**src/rtl/pipe_pkg.sv**
```systemverilog
`default_nettype none
// ============================================================================
// Module      : pipe_pkg
// Description : Shared pipeline definitions for the register-file write path.
//               Provides the data width, the register-address width, the
//               register count and the write-request record used to describe
//               a single register-file write.
// Revision    : 1.0 - initial release
// ============================================================================
package pipe_pkg;

  localparam int XLEN       = 32;
  localparam int REG_ADDR_W = 5;
  localparam int NUM_REGS   = 32;

  // One register-file write: destination, value and enable.
  typedef struct packed {
    logic [REG_ADDR_W-1:0] rd;
    logic [XLEN-1:0]       data;
    logic                  we;
  } wb_req_t;

endpackage
`default_nettype wire

```
**src/rtl/wb_fifo.sv**
```systemverilog
`default_nettype none
// ============================================================================
// Module      : wb_fifo
// Description : Parameterised synchronous FIFO for buffered writeback results.
//               The head entry is always visible on head_data, so a consumer
//               can use it in the same cycle it decides to pop.
// Ports       : clk, rst_n      - clock, async active-low reset
//               push, push_data - write an entry (ignored when full)
//               pop             - remove the head entry (ignored when empty)
//               head_data       - current head entry
//               full, empty     - occupancy flags (from registered count)
//               count           - number of stored entries
// Revision    : 1.0 - initial release
// ============================================================================
module wb_fifo #(
  parameter int WIDTH = 37,
  parameter int DEPTH = 2
) (
  input  logic                     clk,
  input  logic                     rst_n,
  input  logic                     push,
  input  logic [WIDTH-1:0]         push_data,
  input  logic                     pop,
  output logic [WIDTH-1:0]         head_data,
  output logic                     full,
  output logic                     empty,
  output logic [$clog2(DEPTH):0]   count
);

  localparam int PTR_W = $clog2(DEPTH);
  localparam int CNT_W = PTR_W + 1;

  logic [WIDTH-1:0] mem_q [DEPTH];
  logic [PTR_W-1:0] wr_ptr_q, wr_ptr_d;
  logic [PTR_W-1:0] rd_ptr_q, rd_ptr_d;
  logic [CNT_W-1:0] count_q, count_d;
  logic             do_push;
  logic             do_pop;

  assign full      = (count_q == CNT_W'(DEPTH));
  assign empty     = (count_q == '0);
  assign count     = count_q;
  assign head_data = mem_q[rd_ptr_q];

  assign do_push = push && !full;
  assign do_pop  = pop && !empty;

  // DEPTH is a power of two, so the pointers wrap naturally at PTR_W bits.
  always_comb begin
    wr_ptr_d = wr_ptr_q;
    rd_ptr_d = rd_ptr_q;
    count_d  = count_q;
    if (do_push) begin
      wr_ptr_d = wr_ptr_q + PTR_W'(1);
    end
    if (do_pop) begin
      rd_ptr_d = rd_ptr_q + PTR_W'(1);
    end
    case ({do_push, do_pop})
      2'b10:   count_d = count_q + CNT_W'(1);
      2'b01:   count_d = count_q - CNT_W'(1);
      default: count_d = count_q;
    endcase
  end

  always_ff @(posedge clk or negedge rst_n) begin
    if (!rst_n) begin
      wr_ptr_q <= '0;
      rd_ptr_q <= '0;
      count_q  <= '0;
    end else begin
      wr_ptr_q <= wr_ptr_d;
      rd_ptr_q <= rd_ptr_d;
      count_q  <= count_d;
    end
  end

  // Storage carries no reset: an entry is only ever read while count says
  // it holds valid data.
  always_ff @(posedge clk) begin
    if (do_push) begin
      mem_q[wr_ptr_q] <= push_data;
    end
  end

endmodule
`default_nettype wire

```
**src/rtl/regfile_wb_arbiter.sv**
```systemverilog
`default_nettype none
// ============================================================================
// Module      : regfile_wb_arbiter
// Description : Owns the single register-file write port. The in-order
//               writeback stage always wins the port; long-latency results
//               are buffered in a small FIFO and drained into free slots.
//               A per-register scoreboard marks destinations with a
//               long-latency result still outstanding so decode can stall,
//               and a starvation counter requests upstream bubbles when the
//               buffer cannot drain.
// Ports       : clk, rst_n                 - clock, async active-low reset
//               wb_rd/wb_data/wb_regwen    - writeback-stage write request
//               ll_valid/ll_rd/ll_data     - long-latency result (in)
//               ll_ready                   - buffer can accept a result
//               issue_valid/issue_rd       - long-latency op dispatched
//               dec_rs1/dec_rs2/dec_rd     - decode registers to check
//               busy_stall                 - decode hazard stall
//               starve_stall               - upstream bubble request
//               rf_we/rf_rd/rf_wdata       - register-file write port
// Revision    : 1.0 - initial release
// ============================================================================
module regfile_wb_arbiter
  import pipe_pkg::*;
#(
  // Must match the package data width, which sizes the write-request record.
  parameter int XLEN         = 32,
  parameter int FIFO_DEPTH   = 2,
  parameter int STARVE_LIMIT = 8
) (
  input  logic                  clk,
  input  logic                  rst_n,
  input  logic [REG_ADDR_W-1:0] wb_rd,
  input  logic [XLEN-1:0]       wb_data,
  input  logic                  wb_regwen,
  input  logic                  ll_valid,
  input  logic [REG_ADDR_W-1:0] ll_rd,
  input  logic [XLEN-1:0]       ll_data,
  output logic                  ll_ready,
  input  logic                  issue_valid,
  input  logic [REG_ADDR_W-1:0] issue_rd,
  input  logic [REG_ADDR_W-1:0] dec_rs1,
  input  logic [REG_ADDR_W-1:0] dec_rs2,
  input  logic [REG_ADDR_W-1:0] dec_rd,
  output logic                  busy_stall,
  output logic                  starve_stall,
  output logic                  rf_we,
  output logic [REG_ADDR_W-1:0] rf_rd,
  output logic [XLEN-1:0]       rf_wdata
);

  localparam int ENTRY_W = REG_ADDR_W + XLEN;
  localparam int SC_W    = $clog2(STARVE_LIMIT + 1);
  localparam int CNT_W   = $clog2(FIFO_DEPTH) + 1;

  logic                  pipe_wr;
  logic                  drain;
  logic                  fifo_push;
  logic                  fifo_full;
  logic                  fifo_empty;
  logic [ENTRY_W-1:0]    fifo_head;
  logic [CNT_W-1:0]      fifo_count;
  logic [REG_ADDR_W-1:0] head_rd;
  logic [XLEN-1:0]       head_data;
  wb_req_t               wr_sel;

  logic [NUM_REGS-1:0]   sb_q, sb_d;
  logic [SC_W-1:0]       starve_cnt_q, starve_cnt_d;
  logic                  starve_stall_q, starve_stall_d;

  // --------------------------------------------------------------------------
  // Long-latency result buffer
  // --------------------------------------------------------------------------
  // Writes to x0 are architecturally void, so they are accepted and dropped
  // without using a buffer entry.
  assign ll_ready  = !fifo_full;
  assign fifo_push = ll_valid && ll_ready && (ll_rd != '0);

  wb_fifo #(
    .WIDTH (ENTRY_W),
    .DEPTH (FIFO_DEPTH)
  ) u_fifo (
    .clk       (clk),
    .rst_n     (rst_n),
    .push      (fifo_push),
    .push_data ({ll_rd, ll_data}),
    .pop       (drain),
    .head_data (fifo_head),
    .full      (fifo_full),
    .empty     (fifo_empty),
    .count     (fifo_count)
  );

  assign head_rd   = fifo_head[XLEN +: REG_ADDR_W];
  assign head_data = fifo_head[XLEN-1:0];

  // --------------------------------------------------------------------------
  // Write-port arbitration: pipeline first, buffer head in any free slot
  // --------------------------------------------------------------------------
  assign pipe_wr = wb_regwen && (wb_rd != '0);
  assign drain   = !pipe_wr && !fifo_empty;

  always_comb begin
    wr_sel = '0;
    if (pipe_wr) begin
      wr_sel.we   = 1'b1;
      wr_sel.rd   = wb_rd;
      wr_sel.data = wb_data;
    end else if (!fifo_empty) begin
      wr_sel.we   = 1'b1;
      wr_sel.rd   = head_rd;
      wr_sel.data = head_data;
    end
  end

  assign rf_we    = wr_sel.we;
  assign rf_rd    = wr_sel.rd;
  assign rf_wdata = wr_sel.data;

  // --------------------------------------------------------------------------
  // Outstanding-destination scoreboard
  // --------------------------------------------------------------------------
  // The set is applied after the clear so that a same-index collision keeps
  // the register marked busy.
  always_comb begin
    sb_d = sb_q;
    if (drain) begin
      sb_d[head_rd] = 1'b0;
    end
    if (issue_valid && (issue_rd != '0)) begin
      sb_d[issue_rd] = 1'b1;
    end
    sb_d[0] = 1'b0;
  end

  // Reading the registered scoreboard keeps a register busy through its own
  // drain-write cycle, so decode never needs a bypass from the write port.
  assign busy_stall = sb_q[dec_rs1] | sb_q[dec_rs2] | sb_q[dec_rd];

  // --------------------------------------------------------------------------
  // Starvation detection
  // --------------------------------------------------------------------------
  always_comb begin
    starve_cnt_d = starve_cnt_q;
    if (fifo_empty || drain) begin
      starve_cnt_d = '0;
    end else if (starve_cnt_q != SC_W'(STARVE_LIMIT)) begin
      starve_cnt_d = starve_cnt_q + SC_W'(1);
    end
  end

  // A pop this cycle drops the request on the following cycle.
  assign starve_stall_d = !fifo_empty && !drain &&
                          (starve_cnt_q == SC_W'(STARVE_LIMIT));
  assign starve_stall   = starve_stall_q;

  always_ff @(posedge clk or negedge rst_n) begin
    if (!rst_n) begin
      sb_q           <= '0;
      starve_cnt_q   <= '0;
      starve_stall_q <= 1'b0;
    end else begin
      sb_q           <= sb_d;
      starve_cnt_q   <= starve_cnt_d;
      starve_stall_q <= starve_stall_d;
    end
  end

  // --------------------------------------------------------------------------
  // Protocol checks
  // --------------------------------------------------------------------------
`ifndef SYNTHESIS
  a_issue_free : assert property (@(posedge clk) disable iff (!rst_n)
    (issue_valid && (issue_rd != '0)) |-> !sb_q[issue_rd]);

  a_pipe_free : assert property (@(posedge clk) disable iff (!rst_n)
    pipe_wr |-> !sb_q[wb_rd]);

  a_ll_tracked : assert property (@(posedge clk) disable iff (!rst_n)
    (ll_valid && (ll_rd != '0)) |-> sb_q[ll_rd]);

  a_no_set_clear : assert property (@(posedge clk) disable iff (!rst_n)
    !(drain && issue_valid && (issue_rd != '0) && (issue_rd == head_rd)));

  a_count_range : assert property (@(posedge clk) disable iff (!rst_n)
    fifo_count <= CNT_W'(FIFO_DEPTH));
`endif

endmodule
`default_nettype wire

```
**config.mk**
```make
export PLATFORM = sky130hd
export DESIGN_NAME = regfile_wb_arbiter
export DESIGN_NICKNAME = d
export VERILOG_FILES = /design/src/rtl/pipe_pkg.sv /design/src/rtl/wb_fifo.sv /design/src/rtl/regfile_wb_arbiter.sv
export SDC_FILE = /design/constraint.sdc
export NUM_CORES = 1
export LEC_CHECK = 0
export ABC_AREA = 0
export BUFFER_PORTS_ARGS = -buffer_cell sky130_fd_sc_hd__clkbuf_2
export CORE_MARGIN = 2
export CORE_UTILIZATION = 46
export CTS_CLUSTER_DIAMETER = 40
export DETAILED_ROUTE_END_ITERATION = 10
export HOLD_SLACK_MARGIN = 0.15
export PLACE_DENSITY = 0.71
export SETUP_SLACK_MARGIN = 0.05
export SYNTH_ARGS = -nofsm -noshare
export SYNTH_HDL_FRONTEND = slang
export SYNTH_SLANG_ARGS = --single-unit
```
**constraint.sdc**
```tcl
create_clock -name clk -period 3.6 [get_ports clk]
set_input_delay 0.18 -clock clk [delete_from_list [all_inputs] [get_ports clk]]
set_output_delay 0.18 -clock clk [all_outputs]
set_load 0.05 [all_outputs]
```
==> impl_summary.txt, run 1 <==
----------------------------------------------------
[Clocking]
  CTS H-Tree Depth ... 4
  Clock tree from TritonCTS ... built
  Largest buffer count on any clock path ... 2
  TritonCTS sink count ... 114
  CTS buffer count ... 17
  Worst skew pair latency ... 0.40 ns
  Setup repair bufs after CTS ... 0
  Clock Pin Slew Worst Setup and Hold Paths ... 0.05 ns
  Clock root buffer ... sky130_fd_sc_hd__clkbuf_16

[Worst setup path]
  Classification of the worst setup path ... reg -> out
  Data required time at the worst endpoint ... 3.42 ns
  Worst Path Arrival ... 2.78 ns
  Critical Path Fanout Max ... 4
  Nature of the critical path startpoint ... flop
  Type of destination of the critical path ... output pin

[Timing]
  Part of the cycle the worst path needs ... 82.23%
  RSZ-0062 raised after global routing ... no
  Final number of setup-violating endpoints ... 0
  Sum Neg Setup Slack ... 0 ns
  Final Slew Violations ... 0
  Fin crit period ... roughly 3.0 ns
  Highest clock frequency the design can meet ... approximately 340 MHz
  Transition time of the tightest slew-check pin ... 0.9853 ns
  Worst clock skew ... 0.007547 ns
  Hold Vio Cnt, Final ... 0
  Worst hold slack ... 0.1826 ns
  Minimum setup slack in the final design ... about 0.64 ns
  Max transition margin ... 34.31%

[Pwr]
  Power per cell area ... 786.6 nW/um2
  Static leakage ... 3.052 nW
  Total power of the final layout ... 0.005845 W
  IR drop worst, VDD ... 0.5357 mV

[Synthesis]
  Post-Syn Nets ... 556
  Most frequent cells after synthesis ... sky130_fd_sc_hd__edfxtp_1 (74), sky130_fd_sc_hd__nand2_1 (50), sky130_fd_sc_hd__mux2i_1 (41), sky130_fd_sc_hd__dfrtp_1 (40), sky130_fd_sc_hd__o31ai_1 (37)
  Syn_area_per_cell ... 12.51 um2
  Share of the synthesized area in the top cell type ... 39.12%
  Synthesized netlist cell count ... 454
  Async set-or-reset flop fraction in the synthesized netlist ... between 30% and 40%
  Number of synthesis warnings ... 0
  Most numerous cell in the Yosys netlist ... sky130_fd_sc_hd__edfxtp_1
  Flip-flop and latch count after synthesis ... 114
  Mapped Area ... 5680 um2
  Main area contributors after synthesis ... sky130_fd_sc_hd__edfxtp_1 (39%), sky130_fd_sc_hd__dfrtp_1 (18%), sky130_fd_sc_hd__mux4_2 (7.9%)
  Sequential element share of the synthesized area ... a little under three fifths
  Synth Flop Type ... sky130_fd_sc_hd__edfxtp_1
  Dominant cell type by area after synthesis ... sky130_fd_sc_hd__edfxtp_1
  Yosys cell types ... 41
  Count of flip-flops with a built-in enable after synthesis ... 74

[Routing]
  Remaining number of nets flagged by the antenna check after routing ... 0
  Detailed Route Iter0 Violations ... 319
  Post-detailed-route DRC marker count ... 0
  Detail-routed via count per cell ... 5.739
  Total routed wirelength ... about 14000 um
  Vias post-DR ... 4534
  Average routed wire per standard cell ... between 15 and 20 um
  Initial DRT Pass Iterations ... 5

[Min path]
  Type of the most critical hold path ... in -> reg

[Floorplan]
  Core area ... ~12000 um2
  Die height ... between 100 and 150 um
  Die Area ... approximately 13000 um2
  Ports ... 140
  Row Count ... 40
  Effective utilization at floorplan ... between 40% and 50%
  Horizontal die dimension ... 115.1 um

[Status]
  Run status ... completed

[Placement]
  Final GP Congestion ... 0.8877
  Dpl hpwl ... 10190 um
  Instance area after placement ... between 6000 and 7000 um2
  Post-placement worst setup slack ... 0.9488 ns
  Buffers added on ports ... 139

[Global routing]
  Global-route wire length before repair ... 22850 um
  Maximum number of pins on one net before global-route repair ... 58
  Antenna violations before repair ... 0
  Residual overflow from global routing ... 0
  Global-route total usage across every layer ... 22.51%
  Number of global-route vias before repair ... between 4000 and 5000

[Layout]
  Final antenna diode count ... 0
  Final design area excluding fillers ... 7431 um2
  Fraction of layout instances using a drive strength above 1 ... 32.04%
  Fill cell total of the finished layout ... 930
  Synth-to-layout area growth ... 30.82%
  Nets ... 733

[Job]
  Number of maximum-capacitance violations ... 0

----------------------------------------------------
-- metal layers --
layer	wire [um]	vias up	global-route usage, %	share of wire [%]
met5	0	-	0	0
met4	208	0	7.711	1.5
met1	5691	2193	27.81	40
met3	998	21	6.115	7.0
met2	7402	203	38.39	52
li1	-	2117	-	-
-- where the power goes --
part           internal, W  switching, W
clock network      0.00100      0.000552
registers          0.00183      0.000288
logic             0.000783       0.00139
total              0.00362       0.00222
-- kinds of logic (layout without fill, tap and decap cells) --
logic type                 after synthesis  after routing  synth area share (%)
DFF                                    114            114                 56.74
and+or+nand+nor                        120            120                 10.42
muxes                                   67             67                 16.41
buffers and inverters                   30            219                 2.555
xor gates and xnor gates                 8              8                 1.234
adders and majority gates                3              3                0.6609
AOI/OAI and AO/OA                      112            112                 11.98
-- flip-flops by register name, summed over array words and instances (netlist names) --
register,cells
sb_q,31
starve_cnt_q,4
starve_stall,1
u_fifo.count,2
u_fifo.mem_q,74
u_fifo.rd_ptr_q,1
u_fifo.wr_ptr_q,1
-- what timing repair did --
action | 4_1_cts | 5_1_grt
hold buffers | 38 | 0
endpoints found under the hold margin | 114 | 0
gates resized for setup | 0 | 0
-- worst max-delay path: stages (launching register included) --
cell                       delay, ns
sky130_fd_sc_hd__dfrtp_1        0.42
sky130_fd_sc_hd__mux2_4         0.28
sky130_fd_sc_hd__o311ai_0       0.31
sky130_fd_sc_hd__o31ai_1        0.12
sky130_fd_sc_hd__or4_1          0.51
sky130_fd_sc_hd__or4_1          0.50
sky130_fd_sc_hd__clkbuf_2       0.25
-- stage by stage --
stage / cells / utilization, %
finish: 790 / 61.86
global route: 790 / 61.86
CTS: 790 / 61.86
detailed placement: 721 / 54.10
global placement: 721 / 54.10
floorplan: 454 / -
-- worst paths after layout --
path	start	endpoint	slack (ns)	depth (start not counted)
hold / removal	issue_rd[4]	sb_q[22]$_DFF_PN0_	0.18	3
setup / recovery	sb_q[21]$_DFF_PN0_	busy_stall	0.64	6
setup reg to reg	u_fifo.count[0]$_DFFE_PN0P_	u_fifo.mem_q[1][11]$_DFFE_PP_	1.39	4
max in group asynchronous	rst_n	u_fifo.rd_ptr_q$_DFFE_PN0P_	2.45	2
min in group asynchronous	rst_n	starve_cnt_q[1]$_DFFE_PN0N_	0.47	2
hold reg to reg	u_fifo.count[1]$_DFFE_PN0P_	u_fifo.count[1]$_DFFE_PN0P_	0.53	1
-- cells in the final DEF (no fill, tap or decap), types with 4 or more instances in the layout --
cell type and n:
sky130_fd_sc_hd__edfxtp_1 74, sky130_fd_sc_hd__nand3b_1 4, sky130_fd_sc_hd__mux4_2 20, sky130_fd_sc_hd__o21ai_1 27, sky130_fd_sc_hd__o21ai_0 36, sky130_fd_sc_hd__nand3_1 12, sky130_fd_sc_hd__clkbuf_16 17, sky130_fd_sc_hd__nand2b_1 5
sky130_fd_sc_hd__mux2_2 5, sky130_fd_sc_hd__buf_4 6, sky130_fd_sc_hd__nand4b_1 4, sky130_fd_sc_hd__or4_1 6, sky130_fd_sc_hd__inv_1 5, sky130_fd_sc_hd__nand4_1 6, sky130_fd_sc_hd__nor2b_1 8, sky130_fd_sc_hd__clkbuf_2 139
sky130_fd_sc_hd__dlygate4sd3_1 38, sky130_fd_sc_hd__nor2_1 15, sky130_fd_sc_hd__o31ai_1 37, sky130_fd_sc_hd__xnor2_1 5, sky130_fd_sc_hd__clkinv_2 4, sky130_fd_sc_hd__mux2i_1 41, sky130_fd_sc_hd__dfrtp_1 39, sky130_fd_sc_hd__nand2_1 50
-- cell type report --
cell class                      instances  area [um2]  area share (%)
Clock buffer                           20       436.7           5.876
Clock inverter                         11       115.1           1.549
Sequential cell                       114        3224           43.39
Tap cell                              147       183.9           2.475
Inverter                                5       18.77          0.2526
Multi-Input combinational cell        310        2331           31.37
Timing Repair Buffer                  183        1121           15.09
(Power assumes the default switching activity.)
==> run 2: changes to the inputs <==
--- a/config.mk
+++ b/config.mk
@@ -5,14 +5,14 @@
 export SDC_FILE = /design/constraint.sdc
 export NUM_CORES = 1
 export LEC_CHECK = 0
-export ABC_AREA = 0
+export ABC_AREA = 1
 export BUFFER_PORTS_ARGS = -buffer_cell sky130_fd_sc_hd__clkbuf_2
 export CORE_MARGIN = 2
 export CORE_UTILIZATION = 46
 export CTS_CLUSTER_DIAMETER = 40
 export DETAILED_ROUTE_END_ITERATION = 10
 export HOLD_SLACK_MARGIN = 0.15
-export PLACE_DENSITY = 0.71
+export PLACE_DENSITY = 0.74
 export SETUP_SLACK_MARGIN = 0.05
 export SYNTH_ARGS = -nofsm -noshare
 export SYNTH_HDL_FRONTEND = slang
==> constraint.sdc (replaced) <==
create_clock -name clk -period 2.7 [get_ports clk]
set_input_delay 0.135 -clock clk [delete_from_list [all_inputs] [get_ports clk]]
set_output_delay 0.135 -clock clk [all_outputs]
set_load 0.05 [all_outputs]
==> run 2 against run 1 <==
Setup slack worse by 0.50 ns. Sequential power up 36%. Critical path depth up 4. Critical path type is now in -> reg. Global-route usage up 1.9 points. Hold slack better by 0.066 ns. Clock power up 32%.
==> impl_summary.txt, run 2 <==
----------------------------------------------------
[Synthesis]
  Synth Flop Type ... sky130_fd_sc_hd__edfxtp_1 (unchanged)
  Flip-flop and latch count after synthesis ... 114 (unchanged)
  Most numerous cell in the Yosys netlist ... sky130_fd_sc_hd__nand2_1 (was sky130_fd_sc_hd__edfxtp_1)
  Area fraction in compound gates after synthesis ... 9.268% (was 11.98%)
  Xor/xnor cell area share of the yosys netlist ... 0.8990% (was 1.233%)
  Dominant cell type by area after synthesis ... sky130_fd_sc_hd__edfxtp_1 (unchanged)
  Synthesized netlist cell count ... 655 (was 454)
  Async set-or-reset flop fraction in the synthesized netlist ... 35.09% (unchanged)
  Post-Syn Nets ... 757 (was 556)
  Count of flip-flops with a built-in enable after synthesis ... 74 (unchanged)
  Main area contributors after synthesis ... sky130_fd_sc_hd__edfxtp_1 (38%), sky130_fd_sc_hd__dfrtp_1 (17%), sky130_fd_sc_hd__nand2_1 (12%) (was sky130_fd_sc_hd__edfxtp_1 (39%), sky130_fd_sc_hd__dfrtp_1 (18%), sky130_fd_sc_hd__mux4_2 (7.9%))
  Mapped Area ... 5846 um2 (was 5680 um2)
  Combinational family with the most area after synthesis ... simple AND/OR/NAND/NOR gates (was multiplexers)
  Fraction of the mapped netlist area in simple logic gates ... 22.67% (was 10.42%)
  Yosys cell types ... 30 (was 41)
  Share of the synthesized area in the top cell type ... 38.01% (was 39.12%)
  Syn_area_per_cell ... 8.925 um2 (was 12.51 um2)
  Number of synthesis warnings ... 0 (unchanged)
  Portion of netlist area occupied by mux cells ... 5.479% (was 16.41%)
  Post-synthesis adder-cell area fraction ... 0.6421% (was 0.6608%)
  Most frequent cells after synthesis ... sky130_fd_sc_hd__nand2_1 (184), sky130_fd_sc_hd__nand3_1 (89), sky130_fd_sc_hd__edfxtp_1 (74), sky130_fd_sc_hd__o21ai_0 (72), sky130_fd_sc_hd__inv_1 (59) (was sky130_fd_sc_hd__edfxtp_1 (74), sky130_fd_sc_hd__nand2_1 (50), sky130_fd_sc_hd__mux2i_1 (41), sky130_fd_sc_hd__dfrtp_1 (40), sky130_fd_sc_hd__o31ai_1 (37))
  Sequential element share of the synthesized area ... 55.14% (was 56.74%)

[Layout]
  Number of flip-flops under the largest register name ... 74 (unchanged)
  Fraction of layout instances using a drive strength above 1 ... 22.22% (was 32.04%)
  Final antenna diode count ... 0 (unchanged)
  Most common cell after layout, fill and taps aside ... sky130_fd_sc_hd__nand2_1 (was sky130_fd_sc_hd__clkbuf_2)
  Nets ... 944 (was 733)
  Post-route non-filler standard cell count ... 1027 (was 790)
  Synth-to-layout area growth ... 32.83% (was 30.82%)
  Largest register by flop count ... u_fifo.mem_q (unchanged)
  Registers with the highest flip-flop counts ... u_fifo.mem_q x74, sb_q x31, starve_cnt_q x4 (unchanged)
  Most used cells in the layout excluding fill and tap cells ... sky130_fd_sc_hd__nand2_1 (184), sky130_fd_sc_hd__clkbuf_2 (139), sky130_fd_sc_hd__nand3_1 (89), sky130_fd_sc_hd__edfxtp_1 (74), sky130_fd_sc_hd__o21ai_0 (72) (was sky130_fd_sc_hd__clkbuf_2 (139), sky130_fd_sc_hd__edfxtp_1 (74), sky130_fd_sc_hd__nand2_1 (50), sky130_fd_sc_hd__mux2i_1 (41), sky130_fd_sc_hd__dfrtp_1 (39))

[Floorplan]
  Die height ... 116.7 um (was 115.1 um)
  Core area ... 12520 um2 (was 12010 um2)
  Horizontal die dimension ... 116.7 um (was 115.1 um)
  Ports ... 140 (unchanged)
  Effective utilization at floorplan ... 46.70% (was 47.29%)
  Row Count ... 41 (was 40)
  Die Area ... 13630 um2 (was 13250 um2)

[Routing]
  Initial DRT Pass Iterations ... 6 (was 5)
  Total routed wirelength ... 15780 um (was 14300 um)
  Remaining number of nets flagged by the antenna check after routing ... 0 (unchanged)
  Detail-routed via count per cell ... 5.199 (was 5.739)
  Post-detailed-route DRC marker count ... 0 (unchanged)
  Vias post-DR ... 5339 (was 4534)
  Average routed wire per standard cell ... 15.37 um (was 18.10 um)
  Detailed Route Iter0 Violations ... 505 (was 319)

[Global routing]
  Residual overflow from global routing ... 0 (unchanged)
  Global-route total usage across every layer ... 24.40% (was 22.51%)
  Number of global-route vias before repair ... 5184 (was 4661)
  Global-route wire length before repair ... 25160 um (was 22850 um)
  Maximum number of pins on one net before global-route repair ... 41 (was 58)
  Antenna violations before repair ... 0 (unchanged)

[Worst setup path]
  Number of cells on the critical path ... 10 (was 6)
  Stage delay of the slowest cell on the critical path ... 0.72 ns (was 0.51 ns)
  Family with the most delay on the worst path ... buffers and inverters (was simple AND/OR/NAND/NOR gates)
  Classification of the worst setup path ... in -> reg (was reg -> out)
  Reg2Reg Depth ... 5 (was 4)
  Worst Path Arrival ... 2.90 ns (was 2.78 ns)
  Critical Path Slowest Stage Cell ... sky130_fd_sc_hd__dlygate4sd3_1 (was sky130_fd_sc_hd__or4_1)
  Nature of the critical path startpoint ... input port (was flop)
  Data required time at the worst endpoint ... 3.04 ns (was 3.42 ns)
  Type of destination of the critical path ... flop (was output pin)
  Critical Path, Cell by Cell ... dlygate4sd3_1, clkbuf_2, inv_1, nand2_2, inv_1, a211oi_4, dlygate4sd3_1, nand3_1, dlygate4sd3_1, nand2_1 (was mux2_4, o311ai_0, o31ai_1, or4_1, or4_1, clkbuf_2)
  Critical path's most frequent cell ... sky130_fd_sc_hd__dlygate4sd3_1 (was sky130_fd_sc_hd__or4_1)
  Critical Path Fanout Max ... 7 (was 4)
  Combined buffer and inverter count along the critical path ... 6 (was 1)

[Clocking]
  Worst skew pair latency ... 0.41 ns (was 0.40 ns)
  Largest buffer count on any clock path ... 2 (unchanged)
  CTS H-Tree Depth ... 4 (unchanged)
  Clock Pin Slew Worst Setup and Hold Paths ... 0.05 ns (about the same)
  Hold buffer count at CTS ... 47 (was 38)
  Clock tree from TritonCTS ... built (unchanged)
  Clock root buffer ... sky130_fd_sc_hd__clkbuf_16 (unchanged)
  TritonCTS sink count ... 114 (unchanged)
  Gates resized, CTS repair ... 0 (unchanged)
  CTS buffer count ... 17 (unchanged)
  Setup repair bufs after CTS ... 0 (unchanged)

[Timing]
  Part of the cycle the worst path needs ... 94.71%
  Highest clock frequency the design can meet ... 391.1 MHz
  Worst hold slack ... 0.2487 ns (was 0.1826 ns)
  Final Slew Violations ... 0 (unchanged)
  Sum Neg Setup Slack ... 0 ns (unchanged)
  Final number of setup-violating endpoints ... 0 (unchanged)
  Hold Vio Cnt, Final ... 0 (unchanged)
  Transition time of the tightest slew-check pin ... 1.025 ns (was 0.9853 ns)
  Worst clock skew ... 0.01228 ns (was 0.007547 ns)
  RSZ-0062 raised after global routing ... no (unchanged)
  Max transition margin ... 31.67% (was 34.31%)
  Fin crit period ... roughly 2.6 ns

[Min path]
  Type of the most critical hold path ... in -> reg (unchanged)
  Hold Path Cell Cnt ... 3 (unchanged)

[Placement]
  Cell Count Post-Placement ... 948 (was 721)
  Final GP Congestion ... 0.8939 (was 0.8877)
  Dpl hpwl ... 10690 um (was 10190 um)
  Buffers added on ports ... 139 (unchanged)

[Pwr]
  Fraction of power spent switching nets ... 40.59% (was 38.06%)
  Clock Power Share ... 26.3% (was 26.6%)
  Sequential share of power ... 36.8% (was 36.3%)
  Gate power share ... 36.8% (was 37.1%)
  Switching component of the power ... 0.003183 W (was 0.002224 W)
  IR drop worst, VDD ... 0.7207 mV (was 0.5357 mV)
  Power per cell area ... 1010 nW/um2 (was 786.6 nW/um2)
  Internal power ... 0.004659 W (was 0.003621 W)
  Static leakage ... 3.561 nW (was 3.052 nW)

[Status]
  Run status ... completed (unchanged)

[Job]
  Number of maximum-capacitance violations ... 0 (unchanged)

----------------------------------------------------
-- run 2: cell count changes in the layout (fill, tap and decap cells not counted), sizes merged, moves of 8 or more --
cell,change
dlygate4sd3,+9
inv,+57
mux2i,-9
mux4,-20
nand2,+136
nand3,+77
nor2,+8
nor2b,-8
o21ai,+29
o31ai,-37
-- run 2: logic make-up after synthesis --
group | count (synthesis)
mux | 32
fa+ha+maj | 3
xor+xnor | 6
compound gates | 100
buf+inv | 87
flops | 114
simple gates | 313
-- run 2: power groups by stage --
stage	combinational, W	clock [W]	sequential (W)
detailed placement	0.00279	0	0.00289
finish	0.00289	0.00206	0.00289
global route	0.00319	0.00216	0.00294
global placement	0.00275	0	0.00287
floorplan	0.00213	0	0.00270
CTS	0.00287	0.00209	0.00286
-- run 2: per-layer routing --
metal | global-route usage [%] | share of wire, %
met5 | 0 | 0
met4 | 9.569 | 2.8
met3 | 6.279 | 6.8
met2 | 41.46 | 51
met1 | 29.90 | 40
-- run 2: final cells by class --
cell class                      instances  area (um2)
Clock buffer                           22       474.2
Clock inverter                         10       86.33
Fill cell                            1056        4752
Inverter                               63       236.5
Multi-Input combinational cell        454        2292
Sequential cell                       114        3224
Tap cell                              172       215.2
Timing Repair Buffer                  192        1236
-- run 2: worst register-to-register path: cells and delay by family, from the launching register on --
kind                   cells  cell delay, ns
flip-flops                 1            0.40
buffers and inverters      2            0.30
AND/OR/NAND/NOR            3            0.83
-- run 2: path summary, 6_finish.rpt --
kind	from	to	slack [ns]
max in group asynchronous	rst_n	u_fifo.rd_ptr_q$_DFFE_PN0P_	1.56
max reg2reg	u_fifo.count[0]$_DFFE_PN0P_	u_fifo.mem_q[1][14]$_DFFE_PP_	0.85
min in group asynchronous	rst_n	sb_q[25]$_DFF_PN0_	0.45
min	ll_valid	u_fifo.wr_ptr_q$_DFFE_PN0P_	0.25
min reg2reg	u_fifo.count[1]$_DFFE_PN0P_	u_fifo.count[1]$_DFFE_PN0P_	0.50
max	issue_rd[0]	sb_q[1]$_DFF_PN0_	0.14
-- run 2: per-stage QoR --
step | area (um2) | total power, W | util [%] | setup slack (ns)
final | 7765 | 0.007843 | 62.04 | 0.1430
after global routing | 7765 | 0.008291 | 62.04 | 0.06366
after CTS | 7765 | 0.007818 | 62.04 | 0.2329
after detailed placement | 6734 | 0.005680 | 53.80 | 0.8671
after global placement | 6734 | 0.005622 | 53.80 | 0.9298
after floorplan | 5846 | 0.004831 | - | -0.3549
